===== src/rtl/dma_path_top.sv =====
// DMA loopback datapath: BRAM -> MM2S engine -> 128-bit stream -> S2MM engine -> BRAM.
// Optional feature macro: DMA_PATH_FIFO_EN inserts a 4-entry stream FIFO between the engines.

module dma_path_bram #(
    parameter int ADDR_W = 8,
    parameter int DATA_W = 128
) (
    input  logic              clk,
    input  logic              rd_en,
    input  logic [ADDR_W-1:0] rd_addr,
    output logic [DATA_W-1:0] rd_data,
    input  logic              wr_en,
    input  logic [ADDR_W-1:0] wr_addr,
    input  logic [DATA_W-1:0] wr_data
);
    logic [DATA_W-1:0] mem [0:2**ADDR_W-1];

    // NOTE: storage and read register have no reset; BRAM contents survive rstn.
    always_ff @(posedge clk) begin
        if (wr_en) mem[wr_addr] <= wr_data;
        if (rd_en) rd_data <= mem[rd_addr];
    end
endmodule

module dma_path_top #(
    parameter int ADDR_W = 8,
    parameter int DATA_W = 128
) (
    input  logic              clk,
    input  logic              rstn,
    input  logic              go_mm2s,
    input  logic              go_s2mm,
    input  logic [31:0]       byte_len,
    input  logic [ADDR_W-1:0] in_base,
    input  logic [ADDR_W-1:0] out_base,
    output logic              mm2s_done,
    output logic              s2mm_done
);
    typedef enum logic [1:0] {IDLE, RUN, DONE} state_t;

    function automatic logic [31:0] beat_count(input logic [31:0] len);
        logic [32:0] sum;
        sum = {1'b0, len} + 33'd15;
        return 32'(sum >> 4);
    endfunction

    state_t            mm2s_st, s2mm_st;
    logic [ADDR_W-1:0] rd_base, wr_base, rd_addr, wr_addr;
    logic [31:0]       rd_n, rd_issued, wr_n, wr_cnt, go_beats;
    logic              rd_en, wr_en;
    logic [DATA_W-1:0] rd_data;
    logic              m_valid, m_last, m_ready;
    logic [DATA_W-1:0] m_data;
    logic              s_valid, s_last, s_ready;
    logic [DATA_W-1:0] s_data;

    assign go_beats = beat_count(byte_len);

    dma_path_bram #(.ADDR_W(ADDR_W), .DATA_W(DATA_W)) u_bram (
        .clk     (clk),
        .rd_en   (rd_en),
        .rd_addr (rd_addr),
        .rd_data (rd_data),
        .wr_en   (wr_en),
        .wr_addr (wr_addr),
        .wr_data (s_data)
    );

    // The BRAM read register is the MM2S prefetch stage; a read is issued only
    // when that stage is empty or being drained, so nothing is ever overwritten.
    assign m_data  = rd_data;
    assign rd_en   = (mm2s_st == RUN) && (rd_issued != rd_n) && (!m_valid || m_ready);
    assign rd_addr = rd_base + rd_issued[ADDR_W-1:0];

    // NOTE: state registers use non-blocking assignments so every block sees pre-edge values.
    always_ff @(posedge clk or negedge rstn) begin
        if (!rstn) begin
            mm2s_st   <= IDLE;
            mm2s_done <= 1'b0;
            m_valid   <= 1'b0;
            m_last    <= 1'b0;
            rd_base   <= '0;
            rd_n      <= '0;
            rd_issued <= '0;
        end else if (mm2s_st == RUN) begin
            if (rd_en) begin
                rd_issued <= rd_issued + 32'd1;
                m_valid   <= 1'b1;
                m_last    <= (rd_issued == rd_n - 32'd1);
            end else if (m_valid && m_ready) begin
                m_valid <= 1'b0;
            end
            if (m_valid && m_ready && m_last) begin
                mm2s_st   <= DONE;
                mm2s_done <= 1'b1;
            end
        end else if (go_mm2s) begin
            rd_base   <= in_base;
            rd_n      <= go_beats;
            rd_issued <= '0;
            m_valid   <= 1'b0;
            if (go_beats == 32'd0) begin
                mm2s_st   <= DONE;
                mm2s_done <= 1'b1;
            end else begin
                mm2s_st   <= RUN;
                mm2s_done <= 1'b0;
            end
        end
    end

    assign s_ready = (s2mm_st == RUN);
    assign wr_en   = s_valid && s_ready;
    assign wr_addr = wr_base + wr_cnt[ADDR_W-1:0];

    always_ff @(posedge clk or negedge rstn) begin
        if (!rstn) begin
            s2mm_st   <= IDLE;
            s2mm_done <= 1'b0;
            wr_base   <= '0;
            wr_n      <= '0;
            wr_cnt    <= '0;
        end else if (s2mm_st == RUN) begin
            if (wr_en) begin
                wr_cnt <= wr_cnt + 32'd1;
                if (s_last || (wr_cnt == wr_n - 32'd1)) begin
                    s2mm_st   <= DONE;
                    s2mm_done <= 1'b1;
                end
            end
        end else if (go_s2mm) begin
            wr_base <= out_base;
            wr_n    <= go_beats;
            wr_cnt  <= '0;
            if (go_beats == 32'd0) begin
                s2mm_st   <= DONE;
                s2mm_done <= 1'b1;
            end else begin
                s2mm_st   <= RUN;
                s2mm_done <= 1'b0;
            end
        end
    end

`ifdef DMA_PATH_FIFO_EN
    logic [DATA_W:0] fifo_mem [0:3];
    logic [1:0]      fifo_wp, fifo_rp;
    logic [2:0]      fifo_cnt;
    logic            push, pop;

    assign m_ready          = (fifo_cnt != 3'd4);
    assign s_valid          = (fifo_cnt != 3'd0);
    assign {s_last, s_data} = fifo_mem[fifo_rp];
    assign push             = m_valid && m_ready;
    assign pop              = s_valid && s_ready;

    always_ff @(posedge clk) begin
        if (push) fifo_mem[fifo_wp] <= {m_last, m_data};
    end

    always_ff @(posedge clk or negedge rstn) begin
        if (!rstn) begin
            fifo_wp  <= '0;
            fifo_rp  <= '0;
            fifo_cnt <= '0;
        end else begin
            if (push) fifo_wp <= fifo_wp + 2'd1;
            if (pop)  fifo_rp <= fifo_rp + 2'd1;
            case ({push, pop})
                2'b10:   fifo_cnt <= fifo_cnt + 3'd1;
                2'b01:   fifo_cnt <= fifo_cnt - 3'd1;
                default: fifo_cnt <= fifo_cnt;
            endcase
        end
    end
`else
    assign s_valid = m_valid;
    assign s_data  = m_data;
    assign s_last  = m_last;
    assign m_ready = s_ready;
`endif
endmodule


===== config.mk =====
export PLATFORM = sky130hd
export DESIGN_NAME = dma_path_top
export DESIGN_NICKNAME = d
export VERILOG_FILES = /design/src/rtl/dma_path_top.sv
export SDC_FILE = /design/constraint.sdc
export NUM_CORES = 1
export LEC_CHECK = 0
export ABC_AREA = 1
export CAP_MARGIN = 15
export CORE_MARGIN = 5
export CORE_UTILIZATION = 45
export CTS_CLUSTER_SIZE = 16
export DETAILED_ROUTE_END_ITERATION = 6
export PLACE_DENSITY = 0.59
export REMOVE_ABC_BUFFERS = 1
export SYNTH_ARGS = -nofsm -noshare
export SYNTH_HDL_FRONTEND = slang
export SYNTH_SLANG_ARGS = --single-unit

===== constraint.sdc =====
create_clock -name clk -period 2.8 [get_ports clk]
set_input_delay 0.42 -clock clk [delete_from_list [all_inputs] [get_ports clk]]
set_output_delay 0.42 -clock clk [all_outputs]
set_load 0.02 [all_outputs]

# After elaboration in Yosys (flattened, before gate mapping)
# Index checks and enable logic that the tools add are counted.
# op_classes
div_mod_pow	0
n_mux	26
order_cmp	0
n_eq_ne	10
addsub	5
bitwise	2
multipliers	0
shifts	0
reduce_logical	18
# op_table
op	count
2-to-1 mux 32 bit	6
adder 32 x 1 -> 32 bit (second input constant)	2
equality test 32 bit	2
subtractor 29 x 1 -> 30 bit (second input constant)	2
adder 32 x 4 -> 33 bit (second input constant)	1
logical NOT 32 bit	1
inequality test 32 x 29 -> 1 bit	1
2-to-1 mux 2 bit	8
AND reduction 2 bit	7
2-to-1 mux 1 bit	12
inequality test 2 x 1 -> 1 bit (second input constant)	3
equality test 2 x 1 -> 1 bit (second input constant)	2
logical AND 1 bit	4
nonzero test 2 bit	2
inequality test 3 x 2 -> 1 bit (second input constant)	1
AND reduction 3 bit	1
logical OR 1 bit	2
inequality test 2 bit (second input constant)	1
NOT 1 bit	2
logical NOT 1 bit	1
# totals
mem_count	0
latchBits	0
mem_bits_rw	0
reg_bits	130
elab_cells	71
rom_bits	0
output_inout_bits	2

# Longest topological paths before layout
# logic_depth
ltp_word	6
ltp_mapped	19
mapped_depth_nobuf	19

# Least setup slack after synthesis
# No wires, ideal clock.
# synth_timing
path_type	flip-flop to flip-flop
startpoint	reg wr_n[0]
endpoint	reg s2mm_done
t_arrival_ps	1903
slack_ps	779
stages_incl_launch_ff	20
path_buffers	0
cell_sequence	dfrtp_1 inv_1 ha_1 nand2_1 inv_2 nand2_1 nor2_1 nand2_1 nand2_1 nand2_1 nor2_1 nand2_1 nor2_1 nand2_1 nor2_1 nand2_1 nand2_1 nand2_1 nand2_1 nand2_1
# synth_between
elab_chain_len	5
# synth_lines
item	line_no	text
start: declaration	49	logic [31:0] rd_n, rd_issued, wr_n, wr_cnt, go_beats;
start signal: assignment	133	wr_n <= go_beats;
subtractor 29 x 1 -> 30 bit	126	if (s_last || (wr_cnt == wr_n - 32'd1)) begin
equality test 32 bit	126	
logical OR 1 bit	126	
inequality test 2 x 1 -> 1 bit (no source line)	-	
AND reduction 3 bit (no source line)	-	
end signal: assignment	128	s2mm_done <= 1'b1;
end signal: assignment	137	s2mm_done <= 1'b1;
end signal: assignment	140	s2mm_done <= 1'b0;
end: declaration	37	output logic s2mm_done
# Every way passes these cells.
# A chain may end at the register's enable or synchronous reset.

# Final worst setup path
# Same ends and word-level chain as after synthesis.

==> results.txt <==
Dominant cell type by area after synthesis - dfrtp_1
First-pass GRT wire length - 47840 um
Peak VDD IR - 372.8 uV
Most common cell after layout, fill and taps aside - nand2_1
P_leak - 5.166 nW
Total CTS buffers - 17
# DRC - 0
Util after Layout - 0.5343
Total wire length - 29320 um
Die Wd - 156.5 um
Initial Util - 0.4583
Met2 wire length - 13000 um
Placeable Area - 21090 um^2
Power Density - 657.2 nW/um^2
Cells along the critical path - inv_2 > ha_1 > nand2_2 > inv_2 > nand2_1 > nor2_2 > nand2_1 > nand2_1 > nand2_1 > nor2_1 > nand2_1 > nor2_2 > nand2_1 > nor2_1 > nand2_1 > nand2_1 > nand2_1 > nand2_1 > nand2_1
Cell Rows - 53
Vias per inst - 5.224
Dpl cell area - 10640 um^2
Nets - 1612
Synth area leaders - dfrtp_1 34%, nand2_1 17%, nor2_1 8.9%, inv_1 6.0%, xor2_1 5.9%
Crit path max fanout - 5
Hold/Removal Path Class - in -> async
Largest net degree at the start of global routing - 68
Total GRT Usage - 0.2480
GRT Residual Overflow - 0
Routed Antenna Nets - 0
Worst-path clk slew - 0.06 ns
CP dominant cell by count - nand2_1
CP max-delay cell - dfrtp_1
Total number of vias - 9633
CP startpoint kind - flip-flop
Max Used Layer - met4
Average wire per standard cell - 15.90 um
Routability cong. - 0.9196
Final min period - 2.593 ns
Worst skew pair latency - 0.43 ns
Synth-to-layout area growth - 16.59%
FMAX - 0.3857 GHz
Top Ports - 54
Share of cells above drive strength 1 - 0.08222
Worst Path Required - 3.12 ns
Mapped Cells - 1480
Mapped Area - 9664 um^2
Filler cell count - 2183
TritonCTS clock tree - yes
Max-cap viol count - 0
Worst Path Buf+Inv - 2
Post-synth EDFFs - 0
Slew HR - 0.5730
Worst Tran Pin Value - 0.6383 ns
Port bufs - 37
Antenna violations before repair - 0
Antenna cells - 0
Critical Path End Type - flip-flop
Slew Limit Fails - 0
Category of the most critical setup path - reg -> reg
DR WL met3 - 1485 um
Leading cell types in the layout, fill and taps excluded - 437 x nand2_1, 225 x nor2_1, 153 x inv_1
Hold Vio Cnt, Final - 0
RSZ-0062 raised after global routing - no
Top cell type's share of synthesized area - 0.3366
CP top delay family - simple AND/OR/NAND/NOR gates
Synth Flop Type - dfrtp_1
Clock buffer depth - 2
Status - complete, no violations
Met1 wire length - 14040 um
Max stage delay on crit path - 0.42 ns
Final Cycle Share - 0.9261
Synth warnings - 0
Data arrival, critical path - 2.91 ns
Register area share after synthesis - 0.3366
H-tree depth - 4
Post-Route Skew - 0.01367 ns
Register bit total from synthesis - 130
Vias in the first global route - 9066
Ys async rst share - 1.000
Cell variety after synth - 44
Die Area - 24510 um^2
Router iterations before antenna repair - 6
Die Y - 156.5 um
Drt initial violations - 629
Hpwl dp - 23320 um
Synthesized area per cell - 6.530 um^2
Clock root cell - clkbuf_16
Sink Count - 130
Final setup viols - 0
Power Total - 7.404 mW
Design area - 11270 um^2
power by group:
part	leakage (nW)	total [mW]	internal (mW)	switching [mW]
clock network	0.295	2.31	1.43	0.886
logic	3.16	2.53	0.884	1.65
registers	1.71	2.56	2.17	0.389
total	5.17	7.40	4.48	2.92
area by class of cell:
class / instances / area [um^2] / area share
Clock buffer: 20 / 446.7 / 0.03964
Clock inverter: 12 / 156.4 / 0.01388
Inverter: 169 / 634.4 / 0.05630
Multi-Input combinational cell: 1154 / 5680 / 0.5042
Sequential cell: 130 / 3253 / 0.2887
Tap cell: 275 / 344.1 / 0.03054
Timing Repair Buffer: 84 / 752.0 / 0.06674
state kept, by name, summed over array words and instances, names as in the netlist:
signal	cells
s2mm_done	1
m_valid	1
mm2s_done	1
s2mm_st	2
m_last	1
rd_issued	32
rd_n	29
mm2s_st	2
wr_n	29
wr_cnt	32
timing repair:
item	4_1_cts	5_1_grt
setup buffers	0	1
gates resized for setup	0	4
hold buffers	1	0
endpoints found under the setup margin	0	3
hold endpoints to repair	35	0
layer usage:
| layer | vias to the layer above | global-route usage |
|---|---|---|
| li1 | 4932 | - |
| met1 | 4403 | 0.3537 |
| met2 | 253 | 0.3878 |
| met3 | 45 | 0.03346 |
| met4 | 0 | 0.08554 |
| met5 | - | 0 |
worst paths after layout:
path	to	start	depth (start not counted)	slack, ns
hold / removal	rd_issued[7]$_DFFE_PN0P_	rstn	2	0.45
setup / recovery	s2mm_done$_DFFE_PN0P_	wr_n[0]$_DFFE_PN0P_	19	0.21
setup reg to reg	s2mm_done$_DFFE_PN0P_	wr_n[0]$_DFFE_PN0P_	19	0.21
max in group asynchronous	wr_cnt[14]$_DFFE_PN0P_	rstn	3	1.61
hold reg to reg	s2mm_st[0]$_DFFE_PN0P_	s2mm_st[0]$_DFFE_PN0P_	2	0.47
min in group clk	s2mm_st[0]$_DFFE_PN0P_	s2mm_st[0]$_DFFE_PN0P_	2	0.47
kinds of logic (layout without fill, tap and decap cells):
group | Yosys count | after routing | synth area share
and+or+nand+nor | 889 | 889 | 0.3998
buffers and inverters | 196 | 285 | 0.07664
AOI/OAI and AO/OA | 165 | 165 | 0.09127
DFF | 130 | 130 | 0.3366
xor gates and xnor gates | 91 | 91 | 0.08532
muxes | 5 | 5 | 0.005179
adders and majority gates | 4 | 4 | 0.005179
synthesized netlist by cell type, types with 2 or more instances:
cell      number
a21oi_1       20
a31oi_1        8
and2_1         2
and3_1         2
buf_2          4
clkbuf_1      23
dfrtp_1      130
ha_1           4
inv_1        154
inv_2         14
mux2i_1        5
nand2_1      438
nand2_2        5
nand2_4        2
nand3_1       73
nand3_2        2
nand3b_1      12
nand4_1       50
nor2_1       228
nor2_2        10
nor2_4         3
nor3_1        41
nor3_2         6
nor3_4         2
nor4_1         8
o211ai_1       2
o21ai_0      106
o21ai_1       11
o21bai_1       6
o22ai_1        5
o31ai_1        3
xnor2_1       24
xnor3_1        2
xor2_1        65
stage by stage:
| stage | hold WS (ns) | setup WS, ns | TNS, ns | cells |
|---|---|---|---|---|
| 4_1_cts | 0.4615 | 0.01013 | 0 | 1843 |
| 2_1_floorplan | 0.1244 | -0.5258 | -16.95 | 1453 |
| 5_1_grt | 0.4728 | 0.0003115 | 0 | 1844 |
| 3_5_place_dp | 0.3472 | 0.04075 | 0 | 1810 |
| 6_report | 0.4533 | 0.2070 | 0 | 1844 |
| 3_3_place_gp | 0.3454 | 0.06593 | 0 | 1810 |
Note: power is estimated with default switching activity, not from simulation.
